===== src/rtl/apb_pkg.sv =====
`default_nettype none
// ============================================================================
// Module   : apb_pkg
// Brief    : Shared types, widths and helpers for the APB round-robin master.
// Revision : 1.0
// ============================================================================
package apb_pkg;

   typedef enum logic [1:0] {
      APB_IDLE   = 2'd0,
      APB_SETUP  = 2'd1,
      APB_ACCESS = 2'd2
   } apb_state_e;

   localparam int APB_ADDR_W = 8;
   localparam int APB_DATA_W = 8;

   // Minimum bits needed to count 0..value-1; never narrower than 1 bit.
   function automatic int clog2(input int value);
      int w;
      w = 1;
      for (int i = 1; i < 31; i++) begin
         if ((1 << i) < value) w = i + 1;
      end
      return w;
   endfunction

endpackage
`default_nettype wire


===== src/rtl/rr_arbiter.sv =====
`default_nettype none
// ============================================================================
// Module   : rr_arbiter
// Brief    : Combinational round-robin pick: first request at or after ptr.
// Revision : 1.0
// ============================================================================
module rr_arbiter #(
   parameter int N  = 2,
   parameter int PW = (N > 1) ? $clog2(N) : 1
) (
   input  logic [N-1:0]  req,
   input  logic [PW-1:0] ptr,
   input  logic          en,
   output logic [N-1:0]  grant,
   output logic [PW-1:0] grant_idx
);

   always_comb begin
      logic [PW-1:0] w_idx;
      logic          w_found;
      grant     = '0;
      grant_idx = '0;
      w_found   = 1'b0;
      w_idx     = ptr;
      for (int k = 0; k < N; k++) begin
         if (en && !w_found && req[w_idx]) begin
            grant[w_idx] = 1'b1;
            grant_idx    = w_idx;
            w_found      = 1'b1;
         end
         w_idx = (w_idx == PW'(N - 1)) ? '0 : w_idx + 1'b1;
      end
   end

endmodule
`default_nettype wire


===== src/rtl/apb_rr_master.sv =====
`default_nettype none
// ============================================================================
// Module   : apb_rr_master
// Brief    : Shares one APB bus among NUM_REQ requesters, round-robin, with
//            wait-state handling and a pready timeout.
// Revision : 1.0
// ============================================================================
module apb_rr_master
   import apb_pkg::*;
#(
   parameter int NUM_REQ = 2,
   parameter int ADDR_W  = APB_ADDR_W,
   parameter int DATA_W  = APB_DATA_W,
   parameter int TIMEOUT = 16
) (
   input  logic                        pclk,
   input  logic                        prst,
   input  logic [NUM_REQ-1:0]          req_valid,
   output logic [NUM_REQ-1:0]          req_ready,
   input  logic [NUM_REQ-1:0]          req_write,
   input  logic [NUM_REQ*ADDR_W-1:0]   req_addr,
   input  logic [NUM_REQ*DATA_W-1:0]   req_wdata,
   output logic [NUM_REQ-1:0]          rsp_valid,
   output logic [DATA_W-1:0]           rsp_rdata,
   output logic                        rsp_err,
   output logic [ADDR_W-1:0]           paddr,
   output logic                        pwrite,
   output logic                        psel,
   output logic                        pen,
   output logic [DATA_W-1:0]           pwdata,
   input  logic [DATA_W-1:0]           prdata,
   input  logic                        pready
);

   localparam int c_idx_w = (NUM_REQ > 1) ? $clog2(NUM_REQ) : 1;
   localparam int c_cnt_w = clog2(TIMEOUT);

   apb_state_e           r_state;
   logic [c_idx_w-1:0]   r_ptr;
   logic [c_idx_w-1:0]   r_owner;
   logic                 r_write;
   logic [ADDR_W-1:0]    r_addr;
   logic [DATA_W-1:0]    r_wdata;
   logic [c_cnt_w-1:0]   r_cnt;
   logic [NUM_REQ-1:0]   r_rsp_valid;
   logic [DATA_W-1:0]    r_rsp_rdata;
   logic                 r_rsp_err;

   logic                 w_arb_en;
   logic                 w_accept;
   logic [c_idx_w-1:0]   w_gidx;
   logic                 w_sel_write;
   logic [ADDR_W-1:0]    w_sel_addr;
   logic [DATA_W-1:0]    w_sel_wdata;

   // Grants are offered only while idle and out of reset.
   assign w_arb_en = (r_state == APB_IDLE) && !prst;
   assign w_accept = |req_ready;

   rr_arbiter #(
      .N  (NUM_REQ),
      .PW (c_idx_w)
   ) u_arb (
      .req       (req_valid),
      .ptr       (r_ptr),
      .en        (w_arb_en),
      .grant     (req_ready),
      .grant_idx (w_gidx)
   );

   always_comb begin
      w_sel_write = 1'b0;
      w_sel_addr  = '0;
      w_sel_wdata = '0;
      for (int i = 0; i < NUM_REQ; i++) begin
         if (w_gidx == c_idx_w'(i)) begin
            w_sel_write = req_write[i];
            w_sel_addr  = req_addr[i*ADDR_W +: ADDR_W];
            w_sel_wdata = req_wdata[i*DATA_W +: DATA_W];
         end
      end
   end

   always_ff @(posedge pclk) begin
      if (prst) begin
         r_state     <= APB_IDLE;
         r_ptr       <= '0;
         r_owner     <= '0;
         r_write     <= 1'b0;
         r_addr      <= '0;
         r_wdata     <= '0;
         r_cnt       <= '0;
         r_rsp_valid <= '0;
         r_rsp_rdata <= '0;
         r_rsp_err   <= 1'b0;
      end else begin
         r_rsp_valid <= '0;
         case (r_state)
            APB_IDLE: begin
               if (w_accept) begin
                  r_write <= w_sel_write;
                  r_addr  <= w_sel_addr;
                  r_wdata <= w_sel_wdata;
                  r_owner <= w_gidx;
                  r_ptr   <= (w_gidx == c_idx_w'(NUM_REQ - 1)) ? '0 : w_gidx + 1'b1;
                  r_state <= APB_SETUP;
               end
            end
            APB_SETUP: begin
               r_cnt   <= '0;
               r_state <= APB_ACCESS;
            end
            APB_ACCESS: begin
               if (pready) begin
                  r_rsp_valid[r_owner] <= 1'b1;
                  r_rsp_rdata          <= r_write ? '0 : prdata;
                  r_rsp_err            <= 1'b0;
                  r_state              <= APB_IDLE;
               end else if (r_cnt == c_cnt_w'(TIMEOUT - 1)) begin
                  r_rsp_valid[r_owner] <= 1'b1;
                  r_rsp_rdata          <= '0;
                  r_rsp_err            <= 1'b1;
                  r_state              <= APB_IDLE;
               end else begin
                  r_cnt <= r_cnt + 1'b1;
               end
            end
            default: r_state <= APB_IDLE;
         endcase
      end
   end

   assign psel      = (r_state != APB_IDLE);
   assign pen       = (r_state == APB_ACCESS);
   assign paddr     = r_addr;
   assign pwrite    = r_write;
   assign pwdata    = r_wdata;
   assign rsp_valid = r_rsp_valid;
   assign rsp_rdata = r_rsp_rdata;
   assign rsp_err   = r_rsp_err;

endmodule
`default_nettype wire


===== config.mk =====
export PLATFORM = sky130hd
export DESIGN_NAME = apb_rr_master
export DESIGN_NICKNAME = d
export VERILOG_FILES = /design/src/rtl/apb_pkg.sv /design/src/rtl/rr_arbiter.sv /design/src/rtl/apb_rr_master.sv
export SDC_FILE = /design/constraint.sdc
export NUM_CORES = 1
export LEC_CHECK = 0
export CAP_MARGIN = 5
export CORE_MARGIN = 1.5
export CORE_UTILIZATION = 43
export DETAILED_ROUTE_END_ITERATION = 12
export HOLD_SLACK_MARGIN = 0.06
export MAX_ROUTING_LAYER = met4
export PLACE_DENSITY = 0.92
export RECOVER_POWER = 50
export SYNTH_ARGS = -nofsm -noshare
export SYNTH_HDL_FRONTEND = slang
export SYNTH_SLANG_ARGS = --single-unit

===== constraint.sdc =====
create_clock -name pclk -period 2.33 [get_ports pclk]
set_clock_uncertainty 0.05 [all_clocks]
set_input_delay 0.233 -clock pclk [delete_from_list [all_inputs] [get_ports pclk]]
set_output_delay 0.233 -clock pclk [all_outputs]
set_load 0.05 [all_outputs]

# Word level (Yosys, flattened, before mapping)
# Cells that the tools add are included.
[word_totals]
wordCells = 81
input_bits = 47
output_inout_bits = 32
register_bits = 36
[op_classes]
bitwise_logic = 2
n_lt_le_gt_ge = 6
n_eq_ne = 7
mux = 34
n_reduce_logical = 19
n_addsub = 3
[op_table]
columns = ["cell", "count"]
rows = [
  ["2-to-1 mux 8 bit", 5],
  ["2-to-1 mux 1 bit", 15],
  ["2-to-1 mux 2 bit", 7],
  ["2-to-1 mux 4 bit", 2],
  ["one-hot mux 4 bit (2 select lines)", 1],
  ["logical AND 1 bit", 7],
  ["< comparator 1 x 2 -> 1 bit (second input constant)", 3],
  ["inequality test 2 bit (second input constant)", 3],
  ["one-hot mux 2 bit (3 select lines)", 1],
  ["AND reduction 2 bit", 3],
  ["nonzero test 2 bit", 3],
  ["adder 4 x 1 -> 4 bit (second input constant)", 1],
  ["equality test 4 bit (second input constant)", 1],
  ["OR reduction 2 bit", 2],
  ["demux 1 bit (select 1 bit)", 3],
  ["greater-or-equal comparator 1 bit (second input constant)", 3],
  ["inequality test 3 x 1 -> 1 bit (second input constant)", 1],
  ["AND reduction 3 bit", 1],
  ["adder 1 bit (second input constant)", 2],
  ["equality test 2 x 1 -> 1 bit (second input constant)", 1],
  ["equality test 2 bit (second input constant)", 1],
  ["zero test 1 bit", 2],
  ["zero test 2 bit", 1],
  ["bitwise OR 2 bit", 1],
  ["NOT 1 bit", 1],
]

# Logic depth before layout (Yosys ltp)
# Gate-level depths: netlist (run 1).
[logic_depth]
depth_word = 11
depth_mapped = 8
mapped_depth_nobuf = 7

# Cells and area by module
# From an unflattened synthesis (run 1), not the netlist that was laid out.
[hier_totals]
hier_cells = 162
hier_area_um2 = 1730.4
[by_module_without_submodules]
columns = ["mod", "seq_area_each_um2", "cells_each", "area_each_um2", "n_inst"]
rows = [
  ["apb_rr_master", 720.7, 156, 1704.1, 1],
  ["rr_arbiter", 0.0, 6, 26.3, 1],
]

# Worst setup path before layout (run 1)
# No wires, ideal clock.
[synth_timing]
kind = "flip-flop to flip-flop"
start = "register r_state[0]"
end = "register r_rsp_rdata[0] (netlist: rsp_rdata[0])"
required_ns = 2.220
setup_ns = 0.060
path_buffers = 0
path_slack_ns = 0.387
period_less_slack_ns = 1.943
t_arrival_ns = 1.832
path_stages_with_launch = 6
cell_sequence = "dfxtp_1 -> inv_1 -> ha_1 -> inv_1 -> nor4_2 -> a22o_1"
[synth_via]
elab_chain_cells = 2
[synth_lines]
columns = ["element", "line", "text"]
rows = [
  ["start, declared", "apb_rr_master.sv:38", "apb_state_e r_state;"],
  ["start signal, assigned", "apb_rr_master.sv:86", "r_state <= APB_IDLE;"],
  ["start signal, assigned", "apb_rr_master.sv:106", "r_state <= APB_SETUP;"],
  ["start signal, assigned", "apb_rr_master.sv:111", "r_state <= APB_ACCESS;"],
  ["equality test 2 bit", "--", ""],
  ["net pen", "apb_rr_master.sv:29", "output logic pen,"],
  ["AND reduction 2 bit (no source line)", "--", ""],
  ["end signal, assigned", "apb_rr_master.sv:116", "r_rsp_rdata <= r_write ? '0 : prdata;"],
  ["end, declared", "apb_rr_master.sv:46", "logic [DATA_W-1:0] r_rsp_rdata;"],
]
# The timed path passes the listed nets, and every way through them passes these cells.
# A chain may end at the register's enable or synchronous reset.

# Final worst setup path (run 1)
[layout_timing]
start = "register r_state[0]"
end = "output port pen"
[layout_via]
elab_chain_cells = 1
[layout_lines]
columns = ["element", "line", "text"]
rows = [
  ["equality test 2 bit", "apb_rr_master.sv:134", "assign pen = (r_state == APB_ACCESS);"],
  ["end, declared", "apb_rr_master.sv:29", ""],
]
# No other way between the ends.

==> results of run 1 <==
==> state kept, by name (all words and copies together) (netlist names) <==
register   flops
r_cnt          4
r_state        2
rsp_err        1
r_owner        1
pwrite         1
rsp_valid      2
r_ptr          1
paddr          8
rsp_rdata      8
pwdata         8
==> repair_timing <==
| item | in CTS | in global routing |
|---|---|---|
| gates resized for setup | 0 | 1 |
| hold buffers | 0 | 0 |
| endpoints found under the setup margin | 0 | 1 |
==> critical path, cell delays in order (launching register included) <==
cell             delay [ns]
dfxtp_1                0.34
inv_1                  0.12
ha_1                   0.35
clkdlybuf4s50_1        0.86
==> logic make-up after synthesis <==
logic type	synth area share, %
multiplexers	1.25
AND/OR/NAND/NOR	32.6
flip-flops	44.8
adder cells (fa/ha/maj)	3.89
buffers and inverters	5.37
AO/OA/AOI/OAI	12.1
==> path summary, 6_finish.rpt <==
| kind | start | to | slack, ns | cells past startpoint |
|---|---|---|---|---|
| max reg2reg | r_state[0]$_SDFFE_PP0P_ | paddr[0]$_SDFFE_PP0P_ | 0.43 | 7 |
| min reg2reg | rsp_rdata[2]$_SDFFE_PP0P_ | rsp_rdata[2]$_SDFFE_PP0P_ | 0.43 | 1 |
| min | rsp_rdata[2]$_SDFFE_PP0P_ | rsp_rdata[2]$_SDFFE_PP0P_ | 0.43 | 1 |
| max | r_state[0]$_SDFFE_PP0P_ | pen | 0.08 | 3 |
==> final cells by class <==
type,count,area (um2),share of cell area [%]
Tap cell,48,60.1,2.34
Sequential cell,36,721,28.1
Clock buffer,7,96.3,3.75
Multi-Input combinational cell,123,797,31.0
Inverter,7,28.8,1.12
Clock inverter,1,30.0,1.17
Timing Repair Buffer,83,836,32.5
==> per-layer routing <==
| metal | part of all wire (%) | up-vias |
|---|---|---|
| met5 | 0 | - |
| met3 | 6.0 | 7 |
| li1 | - | 787 |
| met2 | 50 | 55 |
| met1 | 43 | 725 |
| met4 | 1.5 | 0 |
==> stage by stage <==
step / worst slack [ns] / hold WS [ns]
3_5_place_dp: 0.312 / 0.406
5_1_grt: 0.0347 / 0.443
3_3_place_gp: 0.353 / 0.395
2_1_floorplan: 0.387 / 0.282
4_1_cts: 0.0708 / 0.428
6_report: 0.0796 / 0.425
==> power groups by stage <==
stage               Combinational (W)  Clock [W]  Sequential [W]
detailed placement            0.00115          0        0.000784
floorplan                    0.000506          0         0.00104
global placement              0.00113          0        0.000781
CTS                           0.00116   0.000613        0.000772
global route                  0.00119   0.000639        0.000783
finish                        0.00112   0.000602        0.000770
==> synth_stat cells (2+ instances only) <==
library cell / n
a31oi_1: 2
o21ai_0: 2
a22oi_1: 2
nor2_1: 40
nor4_1: 10
inv_1: 6
a21oi_1: 3
mux2i_1: 2
dfxtp_1: 36
nand4_1: 2
a211oi_1: 2
nor4_2: 9
nand2b_1: 5
a22o_1: 8
ha_1: 5
nor3_1: 17
clkbuf_1: 3
nand2_1: 3
buf_6: 2
buf_4: 2
buf_2: 2
==> reports/metrics.cfg, run 1 <==
[outcome]
status = finished, final reports clean

[power_and_ir_drop]
p_comb_share_pct = 45.0
switching_share_pct = 39.9
p_clk_share_pct = 24.1
pwr-share-seq_pct = 30.9
vdd.ir_drop.worst_uv = 763
finalPower_w = 0.00249
p_per_area_nw_per_um2 = 970
p_int_w = 0.00150
switching_power_w = 0.000995
leakage_nw = 1.04

[cells_and_area]
post-route-util_pct = 70.7
fill_cells = 295
syn_to_final_growth_pct = 59.8
antenna_cells = 0
nNetsFinal = 308
fin_area_um2 = 2570
layout-drive-gt1-share_pct = 10.9
fin_cells = 305
final_common_cell = clkdlybuf4s50_1
layout_common_cells = clkdlybuf4s50_1 (51), nor2_1 (40), dfxtp_1 (36)

[logic_synthesis]
synthCells = 175
synthesis.area_um2 = 1610
synth_warnings = 0
ys.flop_type = dfxtp_1
synthArstFlopShare_pct = 0
yosysTopAreaCellShare_pct = 44.8
synth_cell_types = 33
synth-edff-count = 0
synth.area.top_cells = dfxtp_1 (45%), nor2_1 (9.3%), nor4_2 (7.0%), nor3_1 (5.3%), a22o_1 (4.4%)
syn-num-nets = 227
synth_top_area_cell = dfxtp_1
ys_ff_latch = 36
synth_area_per_cell_um2 = 9.19
yosysSeqAreaShare_pct = 44.8

[placed_design]
hpwlAfterDp_um = 2980
dp.cells = 297
post_dp_cell_area_um2 = 2450
gp_congestion = 0.740
port_buffers = 78

[cts]
cts_setup_buffers = 0
htreeDepth = 2
cts_buffers = 5
root_buffer = clkbuf_8
path_clk_slew_ns = 0.07
cts_tree = yes
clock-sinks = 36
clk_latency_ns = 0.29
clock_path_buffers = 2

[global_routing]
use_met3_pct = 6.34
grt.total_usage_pct = 21.8
gr-usage-met1_pct = 24.9
grt_util_met2_pct = 36.5
grt_pass1_vias = 1534
gr-max-usage-layer = met2
grt_pass1_wl_um = 6830
antenna_found_initial = 0
grt_max_degree = 20
gr-total-overflow = 0

[worst_setup_path]
end_kind = primary output
worstSetupPathType = flip-flop to primary output
critPathArrivalTime_ns = 1.97
path_max_fanout = 8
required_ns = 2.05
start_kind = flip-flop

[sta]
setup_viol_count_final = 0
tightest_slew_ns = 0.686
min_period_ns = 2.25
fmax_ghz = 0.444
maxSlewViolCount = 0
final_hold_viol_count = 0
slew_headroom_pct = 53.9
fin_crit_sh_pct = 96.6
setup-tns-final_ns = 0
rsz0062_at_grt = false

[die]
dieArea_um2 = 4110
core_area_um2 = 3630
die_width_um = 64.1
row_count = 22
die_h_um = 64.1
start_util_pct = 44.2
ios = 79

[min_path]
hp-class = flip-flop to flip-flop

[flow_run]
cap_violations = 0

[detailed_routing]
dr.pass1.iters = 4
drt_iter0_markers = 71
ant_nets = 0
drc = 0
viasPerCell = 5.16
totalWireLength_um = 4080
drt-wirelength-per-cell_um = 13.4
vias = 1574

(Power assumes the default switching activity.)
==> run 2: changes to the inputs <==
--- a/config.mk
+++ b/config.mk
@@ -5,13 +5,14 @@
 export SDC_FILE = /design/constraint.sdc
 export NUM_CORES = 1
 export LEC_CHECK = 0
+export ABC_AREA = 1
 export CAP_MARGIN = 5
 export CORE_MARGIN = 1.5
-export CORE_UTILIZATION = 43
+export CORE_UTILIZATION = 45
 export DETAILED_ROUTE_END_ITERATION = 12
 export HOLD_SLACK_MARGIN = 0.06
 export MAX_ROUTING_LAYER = met4
-export PLACE_DENSITY = 0.92
+export PLACE_DENSITY = 0.9
 export RECOVER_POWER = 50
 export SYNTH_ARGS = -nofsm -noshare
 export SYNTH_HDL_FRONTEND = slang
==> reports/metrics.cfg, run 2 <==
[outcome]
status = finished, final reports clean

[min_path]
hp-start = rsp_err$_SDFFE_PP0P_
hold_depth = 2
hp-class = flip-flop to flip-flop
min_to = rsp_err$_SDFFE_PP0P_

[sta]
setup-tns-final_ns = 0
rsz0062_at_grt = false
tightest_slew_ns = 0.733
fin_crit_sh_pct = 92.3
setup_viol_count_final = 0
maxSlewViolCount = 0
fmax_ghz = 0.465
slew_headroom_pct = 51.1
min_period_ns = 2.15
final_hold_viol_count = 0

[logic_synthesis]
synth.area.top_cells = dfxtp_1 (39%), nand2_1 (14%), inv_1 (10%), nand4_1 (6.8%), nand3_1 (6.0%)
ys_ff_latch = 36
synthCells = 266
synth_warnings = 0
yosys-top-cells-count = nand2_1 (68), inv_1 (49), dfxtp_1 (36), nand3_1 (22), nand4_1 (20)
synthesis.area_um2 = 1830
yosysMostFrequentCell = nand2_1
synth_top_area_cell = dfxtp_1
ys.flop_type = dfxtp_1
synthArstFlopShare_pct = 0
synth-edff-count = 0
synth_area_per_cell_um2 = 6.88
synth_cell_types = 20
yosysSeqAreaShare_pct = 39.4
yosysTopAreaCellShare_pct = 39.4
syn-num-nets = 318

[power_and_ir_drop]
vdd.ir_drop.worst_uv = 696
p_per_area_nw_per_um2 = 929
finalPower_w = 0.00251
leakage_nw = 1.33

[detailed_routing]
viasPerCell = 5.02
dr.pass1.iters = 4
totalWireLength_um = 4750
ant_nets = 0
drc = 0
drt_iter0_markers = 114
drt-wirelength-per-cell_um = 12.2
vias = 1951

[die]
ios = 79
core_area_um2 = 3770
row_count = 22
die_h_um = 66.8
start_util_pct = 48.5
die_width_um = 66.8
dieArea_um2 = 4460

[cts]
root_buffer = clkbuf_8
path_clk_slew_ns = 0.07
clock-sinks = 36
clk_latency_ns = 0.29
cts_setup_buffers = 0
cts_tree = yes
clock_path_buffers = 2
holdBufCountCts = 0
cts_buffers = 5
ctsResizeCount = 0
htreeDepth = 2

[cells_and_area]
antenna_cells = 0
syn_to_final_growth_pct = 47.7
layout-drive-gt1-share_pct = 4.69
nNetsFinal = 392
final_common_cell = nand2_1
fill_cells = 289
layout_common_cells = nand2_1 (68), clkdlybuf4s50_1 (56), inv_1 (49)

[placed_design]
gp_congestion = 0.763
port_buffers = 78
hpwlAfterDp_um = 3430

[global_routing]
gr-total-overflow = 0
grt_pass1_vias = 1873
grt_max_degree = 35
grt_pass1_wl_um = 7760
antenna_found_initial = 0
grt.total_usage_pct = 23.7

[flow_run]
cap_violations = 0

[worst_setup_path]
crit-reg2reg-launch = r_state[0]$_SDFFE_PP0P_
regToRegEndpoint = paddr[2]$_SDFFE_PP0P_
worstRegToRegCells = 10
reg2reg_slack_ns = 0.39
required_ns = 2.05
path_max_fanout = 3
critPathArrivalTime_ns = 1.87
worstSetupPathType = flip-flop to primary output
end_kind = primary output
start_kind = flip-flop

[run 2: cell count changes after synthesis, moves of 9 or more]
| cell | previous run | this run |
|---|---|---|
| nor3_1 | 17 | 1 |
| nand2_1 | 3 | 68 |
| nand4_1 | 2 | 20 |
| nor2_1 | 40 | 9 |
| a21oi_1 | 3 | 16 |
| nor4_2 | 9 | 0 |
| nor4_1 | 10 | 0 |
| inv_1 | 6 | 49 |
| o21ai_0 | 2 | 17 |
| nand3_1 | 1 | 22 |
[run 2: layout make-up]
type / instances / area [um2] / share of cell area (%)
Clock inverter: 3 / 18.8 / 0.694
Clock buffer: 5 / 68.8 / 2.55
Tap cell: 48 / 60.1 / 2.22
Sequential cell: 36 / 721 / 26.7
Multi-Input combinational cell: 167 / 831 / 30.7
Inverter: 49 / 184 / 6.81
Timing Repair Buffer: 81 / 820 / 30.3
[run 2: report_power, final]
group | internal, W | switching (W)
Combinational | 0.000424 | 0.000871
Clock | 0.000208 | 0.000225
Sequential | 0.000726 | 0.0000561
[run 2: how the worst max path moves through the flow]
| stage | cells past startpoint | to | startpoint | slack (ns) |
|---|---|---|---|---|
| 4_1_cts | 4 | psel | r_state[0]$_SDFFE_PP0P_ | 0.17 |
| 3_5_place_dp | 8 | pwdata[0]$_SDFFE_PP0P_ | prst | 0.43 |
| 3_3_place_gp | 5 | req_ready[1] | req_valid[0] | 0.47 |
| 2_1_floorplan | 6 | req_ready[0] | r_state[0]$_SDFFE_PP0P_ | 0.23 |
| 5_1_grt | 4 | psel | r_state[0]$_SDFFE_PP0P_ | 0.08 |
| 6_report | 4 | psel | r_state[0]$_SDFFE_PP0P_ | 0.18 |
[run 2: per-layer routing]
| layer | track usage, % | wire, um | vias to the layer above |
|---|---|---|---|
| li1 | - | - | 995 |
| met1 | 25.2 | 1980 | 872 |
| met2 | 41.6 | 2380 | 74 |
| met3 | 6.08 | 276 | 10 |
| met4 | 9.95 | 107 | 0 |
| met5 | - | 0 | - |
[run 2: logic make-up after synthesis]
kind of cell / after synthesis / share of synthesized area, %
buffers and inverters: 63 / 15.2
adder cells (fa/ha/maj): 5 / 3.42
AO/OA/AOI/OAI: 36 / 9.99
flip-flops: 36 / 39.4
AND/OR/NAND/NOR: 126 / 32.0
[run 2: metrics by stage]
| stage | util (%) | worst slack, ns | area (um2) | hold WS, ns | cells |
|---|---|---|---|---|---|
| after floorplan | - | 0.229 | 1830 | 0.332 | 266 |
| after global placement | 69.4 | 0.469 | 2620 | 0.383 | 381 |
| after detailed placement | 69.4 | 0.430 | 2620 | 0.385 | 381 |
| after CTS | 71.8 | 0.174 | 2710 | 0.397 | 389 |
| after global routing | 71.7 | 0.0820 | 2700 | 0.406 | 389 |
| final | 71.7 | 0.179 | 2700 | 0.390 | 389 |
[run 2: critical path: stages, from the launching register on]
cell and delay (ns):
dfxtp_1 0.36, inv_1 0.09, ha_1 0.21, inv_1 0.11, clkdlybuf4s50_1 0.81
==> run 3: changes to the inputs <==
--- a/config.mk
+++ b/config.mk
@@ -13,7 +13,7 @@
 export HOLD_SLACK_MARGIN = 0.06
 export MAX_ROUTING_LAYER = met4
 export PLACE_DENSITY = 0.9
-export RECOVER_POWER = 50
+export RECOVER_POWER = 25
 export SYNTH_ARGS = -nofsm -noshare
 export SYNTH_HDL_FRONTEND = slang
 export SYNTH_SLANG_ARGS = --single-unit
==> reports/metrics.cfg, run 3 (same netlist as run 2, synthesis figures left out) <==
[detailed_routing]
vias = 1950
dr.pass1.iters = 4
drt_iter0_markers = 114
ant_nets = 0
totalWireLength_um = 4750
drt-wirelength-per-cell_um = 12.2
drc = 0
viasPerCell = 5.01

[cts]
cts_setup_buffers = 0
cts_buffers = 5
root_buffer = clkbuf_8
cts_tree = yes
clk_latency_ns = 0.30
path_clk_slew_ns = 0.07
clock-sinks = 36
ctsResizeCount = 0
holdBufCountCts = 0
clock_path_buffers = 2
htreeDepth = 2

[global_routing]
grt.total_usage_pct = 23.7
antenna_found_initial = 0
grt_pass1_vias = 1873
grt_pass1_wl_um = 7760
gr-total-overflow = 0
grt_max_degree = 35

[die]
row_count = 22
die_h_um = 66.8
dieArea_um2 = 4460
die_width_um = 66.8
start_util_pct = 48.5
ios = 79
core_area_um2 = 3770

[power_and_ir_drop]
p_per_area_nw_per_um2 = 935
leakage_nw = 1.29
finalPower_w = 0.00253
vdd.ir_drop.worst_uv = 696

[sta]
setup-tns-final_ns = 0
fmax_ghz = 0.465
fin_crit_sh_pct = 92.4
min_period_ns = 2.15
fin_ws_ns = 0.178
tightest_slew_ns = 0.734
final_hold_viol_count = 0
rsz0062_at_grt = false
hold_slack_ns = 0.390
maxSlewViolCount = 0
slew_headroom_pct = 51.0
setup_viol_count_final = 0

[flow_run]
cap_violations = 0

[worst_setup_path]
required_ns = 2.05
regToRegEndpoint = paddr[2]$_SDFFE_PP0P_
worstRegToRegCells = 10
crit-reg2reg-launch = r_state[0]$_SDFFE_PP0P_
reg2reg_slack_ns = 0.40
end_kind = primary output
path_max_fanout = 3
worstSetupPathType = flip-flop to primary output
critPathArrivalTime_ns = 1.87
start_kind = flip-flop
cp-startpoint = r_state[0]$_SDFFE_PP0P_

[min_path]
min_to = rsp_err$_SDFFE_PP0P_
hp-start = rsp_err$_SDFFE_PP0P_
hp-class = flip-flop to flip-flop
hold_depth = 2

[placed_design]
dp.cells = 381
hpwlAfterDp_um = 3430
port_buffers = 78
pre_cts_slack_ns = 0.430
gp_congestion = 0.763

[cells_and_area]
nNetsFinal = 392
layout-drive-gt1-share_pct = 4.69
layout_common_cells = clkdlybuf4s50_1 (69), nand2_1 (68), inv_1 (49)
syn_to_final_growth_pct = 47.7
antenna_cells = 0
fill_cells = 289
fin_cells = 389
multiInputGateArea_um2 = 831
final-seq-area_um2 = 721
final_common_cell = clkdlybuf4s50_1

[outcome]
status = finished, final reports clean

-- run 3: cell type report --
type,count,share of cell area (%)
multi-input combinational,167,30.7
timing repair buffer,81,30.3
sequential,36,26.7
inverter,49,6.81
clock buffer,5,2.55
tap,48,2.22
clock inverter,3,0.694
-- run 3: power by group --
group / switching [W] / internal (W)
Sequential: 0.0000580 / 0.000727
Clock: 0.000225 / 0.000208
Combinational: 0.000871 / 0.000439
Total: 0.00115 / 0.00137
-- run 3: how the worst max path moves through the flow --
stage | end | slack [ns]
after CTS | psel | 0.17
after floorplan | req_ready[0] | 0.23
after detailed placement | pwdata[0]$_SDFFE_PP0P_ | 0.43
final | psel | 0.18
after global routing | psel | 0.08
after global placement | req_ready[1] | 0.47
-- run 3: stage by stage --
step	instance area (um2)	util [%]
floorplan	1830	-
global placement	2620	69.4
detailed placement	2620	69.4
CTS	2710	71.8
global route	2700	71.7
finish	2700	71.7
-- run 3: worst max-delay path, cell delays in order (launching register included) --
cell and delay, ns:
dfxtp_1 0.36, inv_1 0.09, ha_1 0.21, inv_1 0.11
clkdlybuf4s50_1 0.81
-- run 3: per-layer routing --
metal | part of all wire, % | track usage [%]
met1 | 42 | 25.2
met2 | 50 | 41.6
met3 | 5.7 | 6.08
met4 | 2.5 | 9.95
met5 | 0 | -
